`src/rtl/submdl_cmdseq_if.sv`:
```
// Command/datapath bundle for submdl_cmdseq: request levels and handshake in, grant and strobes out.
// The sequencer uses the slave modport; the command side uses master.
interface submdl_cmdseq_if #(
    parameter int NCH   = 4,
    parameter int CNT_W = 8
);
    logic             i_CEN;
    logic [NCH-1:0]   i_RDREQ;
    logic [NCH-1:0]   i_WRREQ;
    logic             i_FLAGIN;
    logic             i_PAGEEND;
    logic             i_ERR;
    logic [NCH-1:0]   o_GRANT;
    logic             o_BUSY;
    logic             o_SETUP;
    logic             o_RDSTRB;
    logic             o_WRSTRB;
    logic             o_DONE;
    logic             o_ERRFLAG;
    logic [CNT_W-1:0] o_BEATCNT;
    logic [2:0]       o_STATE;

    modport master (
        output i_CEN, i_RDREQ, i_WRREQ, i_FLAGIN, i_PAGEEND, i_ERR,
        input  o_GRANT, o_BUSY, o_SETUP, o_RDSTRB, o_WRSTRB, o_DONE,
               o_ERRFLAG, o_BEATCNT, o_STATE
    );

    modport slave (
        input  i_CEN, i_RDREQ, i_WRREQ, i_FLAGIN, i_PAGEEND, i_ERR,
        output o_GRANT, o_BUSY, o_SETUP, o_RDSTRB, o_WRSTRB, o_DONE,
               o_ERRFLAG, o_BEATCNT, o_STATE
    );
endinterface

```
`src/rtl/submdl_cmdseq.sv`:
```
// Bubble-access command sequencer: round-robin grant over NCH channels, setup/ready/transfer FSM.
// Optional ready timeout is built when CMDSEQ_TIMEOUT_EN is defined.
module submdl_cmdseq #(
    parameter int NCH   = 4,
    parameter int CNT_W = 8,
    parameter int TMO_W = 4
) (
    input  logic             i_EMUCLK,
    input  logic             i_RST,
    submdl_cmdseq_if.slave   bus
);
    localparam int PTR_W = (NCH > 1) ? $clog2(NCH) : 1;
    localparam logic [CNT_W-1:0] BEAT_MAX = '1;
    localparam logic [PTR_W-1:0] PTR_RST  = PTR_W'(NCH - 1);

    if (NCH < 1 || TMO_W < 1) begin : g_param_chk
        $error("submdl_cmdseq: NCH and TMO_W must be at least 1");
    end

    typedef enum logic [2:0] {
        ST_IDLE    = 3'b000,
        ST_SETUP   = 3'b001,
        ST_WAITRDY = 3'b010,
        ST_RDXFER  = 3'b011,
        ST_WRXFER  = 3'b100,
        ST_FINISH  = 3'b101,
        ST_ERROR   = 3'b111
    } state_t;

    state_t           state_q, state_d;
    logic [NCH-1:0]   grant_q, grant_d;
    logic             dir_wr_q, dir_wr_d;
    logic [CNT_W-1:0] beat_q, beat_d;
    logic [PTR_W-1:0] ptr_q, ptr_d;
    logic             busy_q, busy_d;
    logic             setup_q, setup_d;
    logic             done_q, done_d;
    logic             errflag_q, errflag_d;
`ifdef CMDSEQ_TIMEOUT_EN
    localparam logic [TMO_W-1:0] TMO_LAST = {{(TMO_W-1){1'b1}}, 1'b0};
    logic [TMO_W-1:0] tmo_q, tmo_d;
`endif

    logic [NCH-1:0]   req_any;
    logic             req_live;
    logic             win_found;
    logic [PTR_W-1:0] win_idx;
    logic [PTR_W-1:0] cand;
    logic             beat;

    assign req_any  = bus.i_RDREQ | bus.i_WRREQ;
    assign req_live = |(grant_q & req_any);
    assign beat     = bus.i_FLAGIN;

    // Search starts one past the last winner so every requester gets a turn.
    always_comb begin
        win_found = 1'b0;
        win_idx   = ptr_q;
        cand      = ptr_q;
        for (int k = 1; k <= NCH; k++) begin
            cand = PTR_W'((int'(ptr_q) + k) % NCH);
            if (!win_found && req_any[cand]) begin
                win_found = 1'b1;
                win_idx   = cand;
            end
        end
    end

    always_comb begin
        state_d  = state_q;
        grant_d  = grant_q;
        dir_wr_d = dir_wr_q;
        beat_d   = beat_q;
        ptr_d    = ptr_q;
`ifdef CMDSEQ_TIMEOUT_EN
        tmo_d    = tmo_q;
`endif
        if (bus.i_CEN) begin
            case (state_q)
                ST_IDLE: begin
                    if (!bus.i_ERR && win_found) begin
                        grant_d  = NCH'(1) << win_idx;
                        dir_wr_d = bus.i_WRREQ[win_idx];
                        beat_d   = '0;
                        ptr_d    = win_idx;
                        state_d  = (bus.i_RDREQ[win_idx] && bus.i_WRREQ[win_idx])
                                   ? ST_ERROR : ST_SETUP;
                    end
                end
                ST_SETUP: begin
                    if (bus.i_ERR) begin
                        state_d = ST_ERROR;
                    end else if (!req_live) begin
                        state_d = ST_IDLE;
                        grant_d = '0;
                    end else begin
                        state_d = ST_WAITRDY;
`ifdef CMDSEQ_TIMEOUT_EN
                        tmo_d   = '0;
`endif
                    end
                end
                ST_WAITRDY: begin
                    if (bus.i_ERR) begin
                        state_d = ST_ERROR;
                    end else if (!req_live) begin
                        state_d = ST_IDLE;
                        grant_d = '0;
                    end else if (bus.i_FLAGIN) begin
                        state_d = dir_wr_q ? ST_WRXFER : ST_RDXFER;
                    end else begin
`ifdef CMDSEQ_TIMEOUT_EN
                        tmo_d = tmo_q + 1'b1;
                        if (tmo_q == TMO_LAST) state_d = ST_ERROR;
`endif
                    end
                end
                ST_RDXFER, ST_WRXFER: begin
                    // A strobed beat is always counted, even on the abort cycle.
                    if (beat && beat_q != BEAT_MAX) beat_d = beat_q + 1'b1;
                    if (bus.i_ERR) begin
                        state_d = ST_ERROR;
                    end else if (!req_live) begin
                        state_d = ST_IDLE;
                        grant_d = '0;
                    end else if (beat && bus.i_PAGEEND) begin
                        state_d = ST_FINISH;
                    end else if (beat && beat_q == BEAT_MAX) begin
                        state_d = ST_ERROR;
                    end
                end
                ST_FINISH: begin
                    if (bus.i_ERR) begin
                        state_d = ST_ERROR;
                    end else if (!req_live) begin
                        state_d = ST_IDLE;
                        grant_d = '0;
                    end
                end
                ST_ERROR: begin
                    if (!bus.i_ERR && !req_live) begin
                        state_d = ST_IDLE;
                        grant_d = '0;
                    end
                end
                default: begin
                    state_d = ST_IDLE;
                    grant_d = '0;
                end
            endcase
        end
    end

    // Status flags are decoded from the next state so they stay aligned with o_STATE.
    always_comb begin
        busy_d    = (state_d != ST_IDLE);
        setup_d   = (state_d == ST_SETUP);
        done_d    = (state_d == ST_FINISH);
        errflag_d = (state_d == ST_ERROR);
    end

    always_ff @(posedge i_EMUCLK or posedge i_RST) begin
        if (i_RST) begin
            state_q   <= ST_IDLE;
            grant_q   <= '0;
            dir_wr_q  <= 1'b0;
            beat_q    <= '0;
            ptr_q     <= PTR_RST;
            busy_q    <= 1'b0;
            setup_q   <= 1'b0;
            done_q    <= 1'b0;
            errflag_q <= 1'b0;
`ifdef CMDSEQ_TIMEOUT_EN
            tmo_q     <= '0;
`endif
        end else begin
            state_q   <= state_d;
            grant_q   <= grant_d;
            dir_wr_q  <= dir_wr_d;
            beat_q    <= beat_d;
            ptr_q     <= ptr_d;
            busy_q    <= busy_d;
            setup_q   <= setup_d;
            done_q    <= done_d;
            errflag_q <= errflag_d;
`ifdef CMDSEQ_TIMEOUT_EN
            tmo_q     <= tmo_d;
`endif
        end
    end

    assign bus.o_GRANT   = grant_q;
    assign bus.o_BUSY    = busy_q;
    assign bus.o_SETUP   = setup_q;
    assign bus.o_DONE    = done_q;
    assign bus.o_ERRFLAG = errflag_q;
    assign bus.o_BEATCNT = beat_q;
    assign bus.o_STATE   = state_q;
    assign bus.o_RDSTRB  = (state_q == ST_RDXFER) & bus.i_FLAGIN & bus.i_CEN;
    assign bus.o_WRSTRB  = (state_q == ST_WRXFER) & bus.i_FLAGIN & bus.i_CEN;
endmodule

```
`src/flat_wrapper.sv`:
```
// flat-port wrapper written by rule: the top's interface ports become plain ports
module submdl_cmdseq_flat 
#(
    parameter int NCH   = 4,
    parameter int CNT_W = 8,
    parameter int TMO_W = 4
)
  (i_EMUCLK, i_RST, bus_i_CEN, bus_i_RDREQ, bus_i_WRREQ, bus_i_FLAGIN, bus_i_PAGEEND, bus_i_ERR, bus_o_GRANT, bus_o_BUSY, bus_o_SETUP, bus_o_RDSTRB, bus_o_WRSTRB, bus_o_DONE, bus_o_ERRFLAG, bus_o_BEATCNT, bus_o_STATE);
  submdl_cmdseq_if #(.NCH(NCH), .CNT_W(CNT_W)) bus_i ();
  input  logic i_EMUCLK;
  input  logic i_RST;
  input wire logic [$bits(bus_i.i_CEN)-1:0] bus_i_CEN;
  input wire logic [$bits(bus_i.i_RDREQ)-1:0] bus_i_RDREQ;
  input wire logic [$bits(bus_i.i_WRREQ)-1:0] bus_i_WRREQ;
  input wire logic [$bits(bus_i.i_FLAGIN)-1:0] bus_i_FLAGIN;
  input wire logic [$bits(bus_i.i_PAGEEND)-1:0] bus_i_PAGEEND;
  input wire logic [$bits(bus_i.i_ERR)-1:0] bus_i_ERR;
  output wire logic [$bits(bus_i.o_GRANT)-1:0] bus_o_GRANT;
  output wire logic [$bits(bus_i.o_BUSY)-1:0] bus_o_BUSY;
  output wire logic [$bits(bus_i.o_SETUP)-1:0] bus_o_SETUP;
  output wire logic [$bits(bus_i.o_RDSTRB)-1:0] bus_o_RDSTRB;
  output wire logic [$bits(bus_i.o_WRSTRB)-1:0] bus_o_WRSTRB;
  output wire logic [$bits(bus_i.o_DONE)-1:0] bus_o_DONE;
  output wire logic [$bits(bus_i.o_ERRFLAG)-1:0] bus_o_ERRFLAG;
  output wire logic [$bits(bus_i.o_BEATCNT)-1:0] bus_o_BEATCNT;
  output wire logic [$bits(bus_i.o_STATE)-1:0] bus_o_STATE;
  assign bus_i.i_CEN = bus_i_CEN;
  assign bus_i.i_RDREQ = bus_i_RDREQ;
  assign bus_i.i_WRREQ = bus_i_WRREQ;
  assign bus_i.i_FLAGIN = bus_i_FLAGIN;
  assign bus_i.i_PAGEEND = bus_i_PAGEEND;
  assign bus_i.i_ERR = bus_i_ERR;
  assign bus_o_GRANT = bus_i.o_GRANT;
  assign bus_o_BUSY = bus_i.o_BUSY;
  assign bus_o_SETUP = bus_i.o_SETUP;
  assign bus_o_RDSTRB = bus_i.o_RDSTRB;
  assign bus_o_WRSTRB = bus_i.o_WRSTRB;
  assign bus_o_DONE = bus_i.o_DONE;
  assign bus_o_ERRFLAG = bus_i.o_ERRFLAG;
  assign bus_o_BEATCNT = bus_i.o_BEATCNT;
  assign bus_o_STATE = bus_i.o_STATE;
  submdl_cmdseq #(.NCH(NCH), .CNT_W(CNT_W), .TMO_W(TMO_W)) u_core (.i_EMUCLK(i_EMUCLK), .i_RST(i_RST), .bus(bus_i));
endmodule
```
`config.mk`:
```
export PLATFORM = sky130hd
export DESIGN_NAME = submdl_cmdseq_flat
export DESIGN_NICKNAME = d
export VERILOG_FILES = /design/src/rtl/submdl_cmdseq_if.sv /design/src/rtl/submdl_cmdseq.sv /design/src/flat_wrapper.sv
export SDC_FILE = /design/constraint.sdc
export NUM_CORES = 1
export LEC_CHECK = 0
export CORE_MARGIN = 3
export CORE_UTILIZATION = 41
export CTS_BUF_LIST = sky130_fd_sc_hd__clkbuf_4 sky130_fd_sc_hd__clkbuf_8
export CTS_CLUSTER_SIZE = 40
export DETAILED_ROUTE_END_ITERATION = 10
export HOLD_SLACK_MARGIN = 0.15
export PLACE_DENSITY = 0.67
export SKIP_CTS_REPAIR_TIMING = 1
export SYNTH_ARGS = -nofsm -noshare
export SYNTH_HDL_FRONTEND = slang
export SYNTH_SLANG_ARGS = --single-unit
```
`constraint.sdc`:
```
create_clock -name i_EMUCLK -period 2.4 [get_ports i_EMUCLK]
set_input_delay 0.24 -clock i_EMUCLK [delete_from_list [all_inputs] [get_ports i_EMUCLK]]
set_output_delay 0.24 -clock i_EMUCLK [all_outputs]
set_load 0.01 [all_outputs]
```
* Word-level counts from Yosys, hierarchy flattened
Cells that the tools add are included.
** Word-level totals
- Logic and storage cells :: 110
- Output and inout port bits :: 21
- Register bits :: 22
- Bits of input ports :: 14
** Operators by class
- Muxes and demuxes :: 45
- Reductions and logical operators :: 23
- Magnitude comparators :: 5
- Eq/ne operators :: 16
- Bitwise gates (word level) :: 6
- Shift operators :: 1
- Add/subtract/negate cells :: 5
** Operators with widths (number)
- $mux W3 :: 15
- $pmux W3 S6 :: 1
- $mux W4 :: 4
- $mux W8 :: 2
- $pmux W8 S2 :: 1
- $eq A3 B3 Y1 const B :: 5
- $lt A2 B3 Y1 const B :: 5
- $bmux W1 S2 :: 6
- $pmux W4 S3 :: 1
- $mux W1 :: 10
- $mux W2 :: 5
- $logic_and A1 B1 Y1 :: 9
- $add A8 B1 Y8 const B :: 1
- $eq A8 B8 Y1 const B :: 1
- $ne A8 B8 Y1 const B :: 1
- $eq A3 B1 Y1 const B :: 2
- $eq A3 B2 Y1 const B :: 2
- $ne A2 B1 Y1 const B :: 3
- $logic_not A1 Y1 :: 5
- $reduce_and A5 Y1 :: 1
- $reduce_or A5 Y1 :: 1
- $add A2 B1 Y2 const B :: 2
- $add A2 B2 Y2 const B :: 2
- $and A1 B1 Y1 :: 4
- 11 further kinds :: 12

* Logic depth before layout (Yosys ltp)
Gate-level depths: netlist of the first run.
- Word-level depth :: 21
- Depth in mapped cells :: 7
- Mapped depth without buffers :: 7

* Least setup slack after synthesis of the first run
OpenSTA, ideal clock, no wires.
- Kind :: input port to flip-flop
- Start :: input bus_i_RDREQ[3]
- End :: register u_core.setup_q (netlist: u_core.bus.o_SETUP)
- Library setup time :: 119 ps
- Path slack :: 154 ps
- Arrival time :: 2126 ps
- Stages on the path :: 6
- Buffers on the path :: 0
- Required time :: 2281 ps
- Cells stage by stage :: or4_4 -> nor2b_1 -> o21ai_2 -> mux4_2 -> o211a_1 -> o21ba_2
** On the way
- Word-level cells in the longest chain between the ends :: 21
- Elaborated cells on any way between the ends :: 47
- Classes of those cells :: 1 x eq/ne; 33 x mux; 2 x bitwise; 11 x reduce/logical
** RTL lines
- start, declared :: RTL line flat_wrapper.sv:13 : input wire logic [$bits(bus_i.i_RDREQ)-1:0] bus_i_RDREQ;
- $or A4 B4 Y4 :: RTL line submdl_cmdseq.sv:51 : assign req_any = bus.i_RDREQ | bus.i_WRREQ;
- $bmux W1 S2 :: RTL line submdl_cmdseq.sv:62 : if (!win_found && req_any[cand]) begin
- $mux W1 (implied by the code) :: RTL line submdl_cmdseq.sv:62
- $mux W1 :: RTL line submdl_cmdseq.sv:62
- $logic_not A1 Y1 :: RTL line submdl_cmdseq.sv:62
- $logic_and A1 B1 Y1 :: RTL line submdl_cmdseq.sv:62
- $mux W1 :: RTL line submdl_cmdseq.sv:62
- $logic_not A1 Y1 :: RTL line submdl_cmdseq.sv:62
- [... 6 more ...]
- $mux W1 (implied by the code) :: RTL line submdl_cmdseq.sv:86 : state_d = (bus.i_RDREQ[win_idx] && bus.i_WRREQ[win_idx])
- $logic_and A1 B1 Y1 :: RTL line submdl_cmdseq.sv:86
- $mux W3 :: RTL line submdl_cmdseq.sv:87 : ? ST_ERROR : ST_SETUP;
- $mux W3 :: RTL line submdl_cmdseq.sv:81 : if (!bus.i_ERR && win_found) begin
- $pmux W3 S6 (*) :: RTL line submdl_cmdseq.sv:79 : case (state_q)
- $mux W3 (*) :: RTL line submdl_cmdseq.sv:78 : if (bus.i_CEN) begin
- $eq A3 B1 Y1 (*) :: RTL line submdl_cmdseq.sv:157 : setup_d = (state_d == ST_SETUP);
- via u_core.setup_d :: RTL line submdl_cmdseq.sv:36 : logic setup_q, setup_d;
- end signal, assigned :: RTL line submdl_cmdseq.sv:183 : setup_q <= setup_d;
- end, declared :: RTL line submdl_cmdseq.sv:36
The timed path passes the listed nets; every way through them passes the cells marked *. The select of a mux whose other input is x is not followed.
A chain may end at the register's enable or synchronous reset.

* Final worst setup path of the first run
Ends and elaborated chain as after synthesis.

==> results.toml, run 1 <==
[power_and_ir_drop]
totalPowerFinal_mw = 2.297
fraction_of_power_spent_switching_nets = 0.4180
switching_power_mw = 0.9604
power.combinational.fraction = 0.622
leakagePower_nw = 0.9438
irDropWorstVdd_v = 0.0004715
power_frac_seq = 0.258
power_density_nw_per_um2 = 1038
internal_power_mw = 1.337
clock_power_share = 0.119

[floorplanning]
boundaryPins = 35
row_count = 22
fp.dieH_um = 68.67
die-width_um = 68.67
die-area_um2 = 4716
start_util = 0.4333
placeableCoreArea_um2 = 3716

[setup_path]
cp_data_arrival_time_ps = 2530
critical_path_class = "primary input to register"
worstPathMaxFanout = 4
number_of_cells_on_the_worst_reg_to_reg_path = 6
r2r-start = "u_core.bus.o_STATE[2]"
endpoint_kind = "register"
endpoint_required_time_on_the_critical_path_ps = 2560
rrSetupSlack_ps = 230
timing.rr.end = "u_core.bus.o_ERRFLAG"
start_kind = "primary input"

[place]
place_ws_ps = -309.7
detailedPlacementHpwl_um = 3551
place.port_buffers = 34
place_congestion = 0.8935

[clock_network]
cts-root-to-sink-buffers = 2
cts_tree = "built"
cts.htree.levels = 1
cts_root_buf = "clkbuf_8"
clock_insertion_delay_worst_skew_ps = 260
clock_pin_slew_worst_setup_and_hold_paths_ps = 90
tritoncts_num_sinks = 22
tritoncts.num_buffers = 3

[yosys]
count_of_flip_flops_with_a_built_in_enable_after_synthesis = 0
synth_top_cells_by_count = "22 x o21ai_0, 20 x dfrtp_1, 19 x nand2_1"
synthTopCellsByArea = "dfrtp_1 31%, o21ai_0 6.8%, nand2_1 4.4%"
synth.net_count = 201
async_flop_share = 1.000
largest_family_of_logic_cells_by_synthesized_area = "compound AO/OA/AOI/OAI gates"
muxShareOfSynthArea = 0.04040
yosysUniqueCellTypes = 56
synth_sequential_area_ratio = 0.3434
predominant_post_synthesis_flop_cell = "dfrtp_1"
synth_adder_area_share = 0.007770
synthesis.area_um2 = 1610
syn_area_per_cell_um2 = 8.657
yosys_warnings = 0
post_synthesis_share_of_cell_area_spent_on_xor_and_xnor_gates = 0.01088
ffs_latches_synth = 22
netlist.area_leader.share = 0.3108
yosys.cell_count.top_type = "o21ai_0"
synth_compound_gate_area_share = 0.3124
synth_cells = 186
synth_simple_gate_area_share = 0.2253
post-synth-top-area-cell = "dfrtp_1"

[sta]
setup_viol_count_final = 0
clock.fmax_mhz = 422.9
setup_slack_ps = 35.28
timing.final.crit_period_ps = 2365
worst_clock_skew_ps = 3.670
finalHoldViolations = 0
maxSlewViolCount = 0
grt_setup_unrepaired = "false"
worst_slew_pin_slew_ps = 507.6
fraction_of_the_cycle_the_final_worst_path_needs = 0.9853
worst_rel_slew_slack = 0.6563

[layout]
antenna-diode-count = 0
fillCellCount = 347
ratio_of_cells_with_drive_above_1_in_the_final_layout = 0.2172
area_of_combinational_cells_with_multiple_inputs_um2 = 960.9
area_added_between_synthesis_and_finish_pct = 37.45
finish.net_count = 260
register_area_um2 = 553.0

[global_routing]
vias_in_the_first_global_route = 1615
overflow = 0
grt_antenna_before_repair = 0
grt_start_max_net_pins = 23
grt_pass1_wl_um = 7403
groute.usage.overall = 0.2074

[routing]
drtPass1Iterations = 4
drc = 0
vias = 1738
drt-initial-drc-count = 161
vias_per_cell = 5.952
totalWireLength_um = 4583
route.antenna.remaining_nets = 0
wl_per_cell_um = 15.70

[run_status]
status = "finished clean"

[hold_path]
holdCritPathClass = "primary input to async pin"

[job]
maxCapViolCount = 0
[power by group through the flow]
stage / combinational (mW) / sequential (mW) / clock (mW)
2_1_floorplan: 0.841 / 0.630 / 0
3_3_place_gp: 1.36 / 0.595 / 0
3_5_place_dp: 1.40 / 0.602 / 0
4_1_cts: 1.40 / 0.594 / 0.282
5_1_grt: 1.54 / 0.619 / 0.306
6_report: 1.43 / 0.594 / 0.274
[logic make-up after synthesis]
kind of cell	count (synthesis)
mux	5
flops	22
simple gates	67
buf+inv	18
compound gates	71
xor+xnor	2
fa+ha+maj	1
[cells in the final DEF (no fill, tap or decap), drive strengths merged, types with 3 or more instances in the layout]
cell type	n
clkdlybuf4s50	34
buf	27
o21ai	23
dfrtp	20
nand2	19
nor2	12
inv	11
nand3	7
nand4	5
o31ai	5
o22ai	5
and3	4
and2	4
a21oi	4
clkbuf	4
nand3b	3
o211ai	3
a21o	3
or2	3
a31o	3
nand2b	3
[worst max-delay path by stage]
stage,slack (ps),cells after the start,start,end
2_1_floorplan,150,6,bus_i_RDREQ[3],u_core.bus.o_SETUP
3_3_place_gp,-210,7,bus_i_RDREQ[3],u_core.bus.o_SETUP
3_5_place_dp,-310,8,bus_i_RDREQ[0],u_core.bus.o_SETUP
4_1_cts,-40,8,bus_i_RDREQ[0],u_core.bus.o_SETUP
5_1_grt,10,6,u_core.bus.o_STATE[2],u_core.bus.o_BEATCNT[7]
6_report,40,7,bus_i_RDREQ[3],u_core.bus.o_SETUP
[sequential cells by signal (all words and copies together), names as in the netlist, 2 cells and up]
signal	count
u_core.bus.o_BEATCNT	8
u_core.bus.o_GRANT	4
u_core.bus.o_STATE	3
u_core.ptr_q	2
[worst max-delay path, stage by stage]
cell and delay, ps:
clkdlybuf4s50_1 420, or4_4 540, nor2b_1 150, o21ai_2 170
mux4_2 570, o211a_1 240, o21ba_2 190
[layout make-up]
type	count	area share
repair buffers	61	0.2453
multi-input cells	146	0.4341
inverters	11	0.01865
flip-flops and latches	22	0.2499
clock buffers	4	0.02487
well taps	48	0.02713
[layer usage]
layer,vias to the layer above,part of all wire,global-route usage
met5,-,0,0
met4,0,0.019,0.07444
met3,10,0.051,0.02755
met2,66,0.49,0.3313
met1,836,0.44,0.2853
li1,826,-,-
[stage by stage]
| step | setup TNS [ps] | area, um^2 | utilization | hold slack, ps | std cells |
|---|---|---|---|---|---|
| 2_1_floorplan | 0 | 1610 | - | 227.7 | 186 |
| 3_3_place_gp | -808.9 | 2158 | 0.5808 | 495.4 | 288 |
| 3_5_place_dp | -1583 | 2158 | 0.5808 | 506.7 | 288 |
| 4_1_cts | -57.45 | 2213 | 0.5956 | 310.1 | 292 |
| 5_1_grt | 0 | 2213 | 0.5956 | 310.1 | 292 |
| 6_report | 0 | 2213 | 0.5956 | 305.3 | 292 |
Note: power is estimated with default switching activity, not from simulation.
==> run 2, diff against run 1 <==
- PLACE_DENSITY: 0.67 -> 0.69
- RECOVER_POWER: not set -> 25
- TNS_END_PERCENT: not set -> 100
- clock period: 2.4 -> 2 ns (I/O delays scaled with it)
==> run 2 against run 1 <==
Compared with the run above:
- the flow now finishes with violations (negative setup slack)
- clock-buffer cell count did not move
- power rose by 35%
- register-to-register slack got worse by 280 ps
- die area did not move
- combinational power rose by 48%
- clock power rose by 14%
- sequential cell count did not move
- critical endpoint unchanged
- largest cell class unchanged
- largest power group unchanged
- highest routed layer unchanged
==> results.toml, run 2 (synthesis results as in run 1) <==
[run_status]
status = "complete, but fails checks"
violations = "negative setup slack"

[place]
place_congestion = 0.8877
place.port_buffers = 34
detailedPlacementHpwl_um = 3662
placed_cells_incl_taps = 304

[layout]
ratio_of_cells_with_drive_above_1_in_the_final_layout = 0.3168
largest_register_ff_count = 8
antenna-diode-count = 0
area_added_between_synthesis_and_finish_pct = 53.46
fin_cells = 310
fillCellCount = 302
final_cell_mix = "43 x buf_4, 23 x clkdlybuf4s50_1, 18 x nand2_1, 18 x o21ai_0, 18 x dfrtp_1"
finish.net_count = 278
finish.utilization = 0.6650
final_common_cell = "buf_4"

[setup_path]
endpoint_kind = "register"
endpoint_required_time_on_the_critical_path_ps = 2150
critical_path_class = "primary input to register"
number_of_cells_on_the_worst_reg_to_reg_path = 6
cp_data_arrival_time_ps = 2220
start_kind = "primary input"
worstPathMaxFanout = 4

[sta]
timing.final.crit_period_ps = 2068
fraction_of_the_cycle_the_final_worst_path_needs = 1.034
setup_viol_count_final = 2
final_setup_tns_ps = -69.18
hold-worst-slack_ps = 380.6
worst_clock_skew_ps = 3.038
grt_setup_unrepaired = "true"
worst_slew_pin_slew_ps = 520.5
finalHoldViolations = 0
setup_slack_ps = -67.61
maxSlewViolCount = 0
clock.fmax_mhz = 483.7
worst_rel_slew_slack = 0.6493

[power_and_ir_drop]
leakagePower_nw = 1.170
irDropWorstVdd_v = 0.0005840
power_density_nw_per_um2 = 1256

[routing]
drt-initial-drc-count = 168
route.antenna.remaining_nets = 0
vias = 1767
totalWireLength_um = 4750
vias_per_cell = 5.700
drc = 0
wl_per_cell_um = 15.32
drtPass1Iterations = 5

[floorplanning]
row_count = 22
boundaryPins = 35
die-area_um2 = 4716
start_util = 0.4333
fp.dieH_um = 68.67
die-width_um = 68.67
placeableCoreArea_um2 = 3716

[clock_network]
cts_root_buf = "clkbuf_8"
cts.htree.levels = 1
clock_insertion_delay_worst_skew_ps = 260
clock_pin_slew_worst_setup_and_hold_paths_ps = 80
cts-root-to-sink-buffers = 2
cts_tree = "built"
tritoncts.num_buffers = 3
tritoncts_num_sinks = 22

[global_routing]
grt_start_max_net_pins = 18
overflow = 0
groute.usage.overall = 0.2149
grt_antenna_before_repair = 0
vias_in_the_first_global_route = 1660
grt_pass1_wl_um = 7748

[job]
maxCapViolCount = 0

[hold_path]
holdCritPathClass = "primary input to async pin"
run 2: changes by cell type in the layout (fill, tap and decap cells not counted), sizes merged:
cell and delta:
buf +17, clkbuf +1, clkdlybuf4s50 -11, dlygate4sd3 +1, dlymetal6s2s +10
run 2: layer usage:
metal | vias to the layer above | global-route usage | share of wire
met5 | - | 0 | 0
met4 | 0 | 0.07444 | 0.012
met3 | 4 | 0.02917 | 0.065
met2 | 63 | 0.3492 | 0.48
met1 | 840 | 0.2913 | 0.44
li1 | 860 | - | -
run 2: critical path, stage by stage:
cell and delay (ps):
dlymetal6s2s_1 150, or4_4 550, nor2b_4 150, o21ai_4 150, mux4_2 560, o211a_1 260
o21ba_4 200
run 2: final timing paths:
check	to	from	slack, ps
setup / recovery	u_core.bus.o_SETUP	bus_i_RDREQ[3]	-70
hold / removal	u_core.bus.o_GRANT[1]	i_RST	380
setup reg to reg	u_core.bus.o_SETUP	u_core.ptr_q[0]	-50
hold reg to reg	u_core.ptr_q[1]	u_core.ptr_q[1]	490
max in group asynchronous	u_core.bus.o_STATE[1]	i_RST	1030
min in group i_EMUCLK	u_core.ptr_q[1]	u_core.ptr_q[1]	490
run 2: cell type report:
type / count / area (um^2) / share of cell area
timing repair buffer: 79 / 711.9 / 0.2881
inverter: 11 / 41.29 / 0.01671
tap: 48 / 60.06 / 0.02430
clock buffer: 4 / 55.05 / 0.02228
sequential: 22 / 555.5 / 0.2248
multi-input combinational: 146 / 1047 / 0.4238
run 2: stage by stage:
stage | cell area, um^2 | worst slack (ps) | total power, mW
final | 2471 | -67.61 | 3.103
after global routing | 2471 | -113.5 | 3.359
after CTS | 2371 | -359.0 | 2.984
after detailed placement | 2316 | -637.1 | 2.662
after global placement | 2316 | -563.9 | 2.614
after floorplan | 1635 | -140.4 | 1.813
run 2: where the power goes:
group | internal, mW | total [mW] | leakage (nW) | switching (mW)
combinational | 1.11 | 2.12 | 0.857 | 1.01
clock | 0.175 | 0.311 | 0.0288 | 0.136
sequential | 0.591 | 0.676 | 0.284 | 0.0858
==> run 3, diff against run 2 <==
- CTS_CLUSTER_SIZE: 40 -> 10
- RECOVER_POWER: 25 -> not set
==> run 3 against run 2 <==
Compared with the run above:
- utilization rose by 0.10 points
- the run still ends with negative setup slack left
- die area stayed put
- largest cell class unchanged
- hold slack worse by 140 ps
==> results.toml, run 3 (synthesis results as in run 1) <==
[power_and_ir_drop]
internal_power_mw = 1.874
power_density_nw_per_um2 = 1255
power_frac_seq = 0.218
power.combinational.fraction = 0.682
leakagePower_nw = 1.173
fraction_of_power_spent_switching_nets = 0.3966
totalPowerFinal_mw = 3.106
switching_power_mw = 1.232
irDropWorstVdd_v = 0.0005841
clock_power_share = 0.100

[floorplanning]
die-width_um = 68.67
die-area_um2 = 4716
placeableCoreArea_um2 = 3716
start_util = 0.4333
fp.dieH_um = 68.67
boundaryPins = 35
row_count = 22

[sta]
final_setup_tns_ps = -69.16
maxSlewViolCount = 0
fraction_of_the_cycle_the_final_worst_path_needs = 1.034
worst_slew_pin_slew_ps = 520.5
timing.final.crit_period_ps = 2068
finalHoldViolations = 0
worst_rel_slew_slack = 0.6493
worst_clock_skew_ps = 3.044
setup_viol_count_final = 2
setup_slack_ps = -67.60
clock.fmax_mhz = 483.7
grt_setup_unrepaired = "true"
hold-worst-slack_ps = 244.7

[clock_network]
tritoncts.num_buffers = 3
clock_insertion_delay_worst_skew_ps = 260
cts_root_buf = "clkbuf_8"
tritoncts_num_sinks = 22
cts_tree = "built"
cts-root-to-sink-buffers = 2
cts.htree.levels = 1
clock_pin_slew_worst_setup_and_hold_paths_ps = 80

[place]
placed_cells_incl_taps = 304
detailed_place.area_um2 = 2316
place_ws_ps = -637.1
place_congestion = 0.8877
place.port_buffers = 34
detailedPlacementHpwl_um = 3662

[routing]
route.antenna.remaining_nets = 0
drc = 0
totalWireLength_um = 4753
vias = 1767
drt-initial-drc-count = 168
wl_per_cell_um = 15.33
vias_per_cell = 5.700
drtPass1Iterations = 5

[run_status]
status = "complete, but fails checks"
violations = "negative setup slack"

[layout]
antenna-diode-count = 0
final_common_cell = "buf_4"
fin_cells = 310
post_route_design_area_um2 = 2475
final_cell_mix = "44 x buf_4, 24 x clkdlybuf4s50_1, 18 x nand2_1, 18 x o21ai_0, 18 x dfrtp_1"
fillCellCount = 302
finish.net_count = 278
ratio_of_cells_with_drive_above_1_in_the_final_layout = 0.3206
area_added_between_synthesis_and_finish_pct = 53.69
largest_register_ff_count = 8
finish.utilization = 0.6660

[setup_path]
cp_data_arrival_time_ps = 2220
critical_path.slowest_cell = "mux4_2"
timing.rr.end = "u_core.bus.o_SETUP"
rrSetupSlack_ps = -50
worst_setup_endpoint = "u_core.bus.o_SETUP"
endpoint_required_time_on_the_critical_path_ps = 2150
crit_path_max_incr_delay_ps = 560
worstPathMaxFanout = 4
critical_path_class = "primary input to register"
number_of_cells_on_the_worst_reg_to_reg_path = 6
r2r-start = "u_core.ptr_q[0]"
worst_setup_path_startpoint = "bus_i_RDREQ[3]"
endpoint_kind = "register"
start_kind = "primary input"
worstPathCellList = "dlymetal6s2s_1, or4_4, nor2b_4, o21ai_4, mux4_2, o211a_1, o21ba_4"

[global_routing]
grt_antenna_before_repair = 0
grt_pass1_wl_um = 7748
grt_start_max_net_pins = 18
vias_in_the_first_global_route = 1660
overflow = 0
groute.usage.overall = 0.2149

[hold_path]
holdCritPathClass = "primary input to async pin"

[job]
maxCapViolCount = 0
==> run 3: changes by cell type in the layout (fill, tap and decap cells not counted) <==
| cell | previous run | this run |
|---|---|---|
| dlygate4sd3_1 | 1 | 0 |
| clkbuf_1 | 1 | 0 |
| buf_4 | 43 | 44 |
| clkdlybuf4s50_1 | 23 | 24 |
==> run 3: worst min-delay path by stage <==
stage | slack, ps | endpoint | cells after the start | from
detailed placement | 490 | u_core.ptr_q[1] | 2 | u_core.ptr_q[1]
CTS | 260 | u_core.bus.o_GRANT[1] | 2 | i_RST
global route | 280 | u_core.bus.o_GRANT[3] | 2 | i_RST
floorplan | 190 | u_core.bus.o_BEATCNT[0] | 1 | i_RST
global placement | 480 | u_core.ptr_q[1] | 2 | u_core.ptr_q[1]
finish | 240 | u_core.bus.o_GRANT[1] | 2 | i_RST
==> run 3: critical path, delay by kind of cell <==
family | cells | cell delay [ps]
and+or+nand+nor | 2 | 700
AOI/OAI and AO/OA | 3 | 610
muxes | 1 | 560
buffers and inverters | 1 | 150
==> run 3: power groups by stage <==
stage	combinational, mW	clock (mW)	sequential, mW
floorplan	1.05	0	0.765
global placement	1.94	0	0.678
detailed placement	1.98	0	0.685
global route	2.32	0.344	0.697
CTS	1.99	0.322	0.677
finish	2.12	0.311	0.676
==> run 3: routing by layer <==
metal  share of wire  track usage  wire length, um  vias up
li1                -            -                -      861
met1            0.44       0.2913             2097      839
met2            0.48       0.3492             2293       63
met3           0.065      0.02917              308        4
met4           0.012      0.07444               55        0
met5               0            0                0        -
==> run 3: layout make-up <==
type / count / area, um^2 / area share
Multi-Input combinational cell: 146 / 1047 / 0.4232
Timing Repair Buffer: 79 / 715.7 / 0.2892
Sequential cell: 22 / 555.5 / 0.2245
Tap cell: 48 / 60.06 / 0.02427
Clock buffer: 4 / 55.05 / 0.02224
Inverter: 11 / 41.29 / 0.01668
==> RTL change: new RTL, settings of run 2 <==
`NCH` is set to 4 in 3 places; all go to 2.
--- a/src/rtl/submdl_cmdseq_if.sv
+++ b/src/rtl/submdl_cmdseq_if.sv
@@ -1,7 +1,7 @@
 // Command/datapath bundle for submdl_cmdseq: request levels and handshake in, grant and strobes out.
 // The sequencer uses the slave modport; the command side uses master.
 interface submdl_cmdseq_if #(
-    parameter int NCH   = 4,
+    parameter int NCH   = 2,
     parameter int CNT_W = 8
 );
     logic             i_CEN;
--- a/src/rtl/submdl_cmdseq.sv
+++ b/src/rtl/submdl_cmdseq.sv
@@ -1,7 +1,7 @@
 // Bubble-access command sequencer: round-robin grant over NCH channels, setup/ready/transfer FSM.
 // Optional ready timeout is built when CMDSEQ_TIMEOUT_EN is defined.
 module submdl_cmdseq #(
-    parameter int NCH   = 4,
+    parameter int NCH   = 2,
     parameter int CNT_W = 8,
     parameter int TMO_W = 4
 ) (
--- a/src/flat_wrapper.sv
+++ b/src/flat_wrapper.sv
@@ -1,7 +1,7 @@
 // flat-port wrapper written by rule: the top's interface ports become plain ports
 module submdl_cmdseq_flat 
 #(
-    parameter int NCH   = 4,
+    parameter int NCH   = 2,
     parameter int CNT_W = 8,
     parameter int TMO_W = 4
 )
Ports: changed (resized bus_i_RDREQ, bus_i_WRREQ and bus_o_GRANT); port bits go from 35 to 29. No check against the original RTL was run, so the function may have changed too.
==> RTL change against run 2 <==
Area after synthesis is 18% lower; worst setup slack gained 0.15 ns; routed wire length decreased by 28%; global-route usage shrank 2.9 points; sequential share of layout area is 3.4 points higher; first-iteration DRC count decreased by 68%; die area decreased by 16%; sequential cell count fell by 3; power down 35%; design area fell by 25%; cell count down 23%.
==> RTL change: results (changes against run 2) <==
Drt
  • Routed WL: 3410 um (-28%)
  • Iter 0 DRT Violations: 53 (-68%)
  • DR WL/cell: 14.2 um (-7.2%)
  • Vias/cell: 5.35 (-6.2%)
  • Metal-1 WL: 1550 um (-26%)
  • DR WL met3: 155 um (-50%)
  • DRT Pass-1 Iters: 4 (-1)

Global route
  • Grt met3 use: 0.0342 (+0.00500)
  • Met2 usage: 0.306 (-0.0436)

Place
  • Inst Count DP: 234 (-23%)
  • DP Area: 1780 um^2 (-23%)
  • Placer Congestion: 0.902 (+1.6%)

Timing
  • Skew final: 0.00517 ns (+0.00213 ns)
  • Slew margin rel.: 0.497 (-0.152)
  • Hold_ws: 0.454 ns (+0.0737 ns)

Worst setup path
  • Reg-to-Reg Start: u_core.bus.o_STATE[1]
  • Kind of cell adding the most delay to the critical path: buffers and inverters
  • CP max FO: 7 (+3)
  • Worst r2r dst: u_core.bus.o_BUSY
  • CP arrival: 1.71 ns (-0.51 ns)
  • Critical-path top delay cell: clkdlybuf4s50_1

Synth
  • Post-Syn Nets: 156 (-22%)
  • Synth cell types: 53 (-5.4%)
  • Post-synthesis sequential area ratio: 0.359 (+0.0160)
  • Largest cells by area after synthesis: dfrtp_1, a21oi_1, nand2_1
  • Most frequent cells after synthesis: dfrtp_1, a21oi_1, nand2_1

Final layout
  • Layout cells sized above 1: 0.281 (-0.0362)
  • FILL cells: 285 (-5.6%)
  • Fin nets: 208 (-25%)

Status
  • Status: completed

Clock tree
  • Clock Pin Slew Worst Setup and Hold Paths: 0.12 ns (+0.04 ns)
-- RTL change: cell types whose count changed after synthesis, moves of 5 or more --
cell	run 2	this run
o22ai_1	5	0
o21ai_0	22	4
nand2_1	19	13
a21oi_1	4	13
o21ai_1	0	6
-- RTL change: how the worst max path moves through the flow --
stage                                 start           endpoint  slack (ns)  cells after the start
finish                u_core.bus.o_STATE[1]       bus_o_RDSTRB        0.09                      3
global route        u_core.bus.o_BEATCNT[1]  u_core.bus.o_BUSY      -0.008                      7
CTS                   u_core.bus.o_STATE[1]       bus_o_WRSTRB       -0.10                      4
detailed placement           bus_i_WRREQ[1]  u_core.bus.o_BUSY       -0.16                      7
global placement             bus_i_WRREQ[1]  u_core.bus.o_BUSY       -0.10                      7
floorplan           u_core.bus.o_BEATCNT[0]  u_core.bus.o_BUSY        0.07                      7
-- RTL change: final cells by class --
cell class,instances,area (um^2),share of cell area
multi-input combinational,112,795,0.429
sequential,19,479,0.259
timing repair buffer,52,463,0.250
tap,44,55.1,0.0297
inverter,9,33.8,0.0182
clock buffer,3,22.5,0.0122
clock inverter,1,5.00,0.00270
-- RTL change: power by group through the flow --
stage	clock network, mW	logic, mW	registers, mW
final	0.201	1.21	0.595
after global routing	0.228	1.32	0.616
after CTS	0.205	1.16	0.585
after detailed placement	0	1.16	0.590
after global placement	0	1.14	0.585
after floorplan	0	0.645	0.619
-- RTL change: logic make-up after synthesis --
| family | share of synthesized area |
|---|---|
| buffers and inverters | 0.0585 |
| and+or+nand+nor | 0.232 |
| adders and majority gates | 0.00943 |
| AOI/OAI and AO/OA | 0.308 |
| xor gates and xnor gates | 0.0330 |
| DFF | 0.359 |
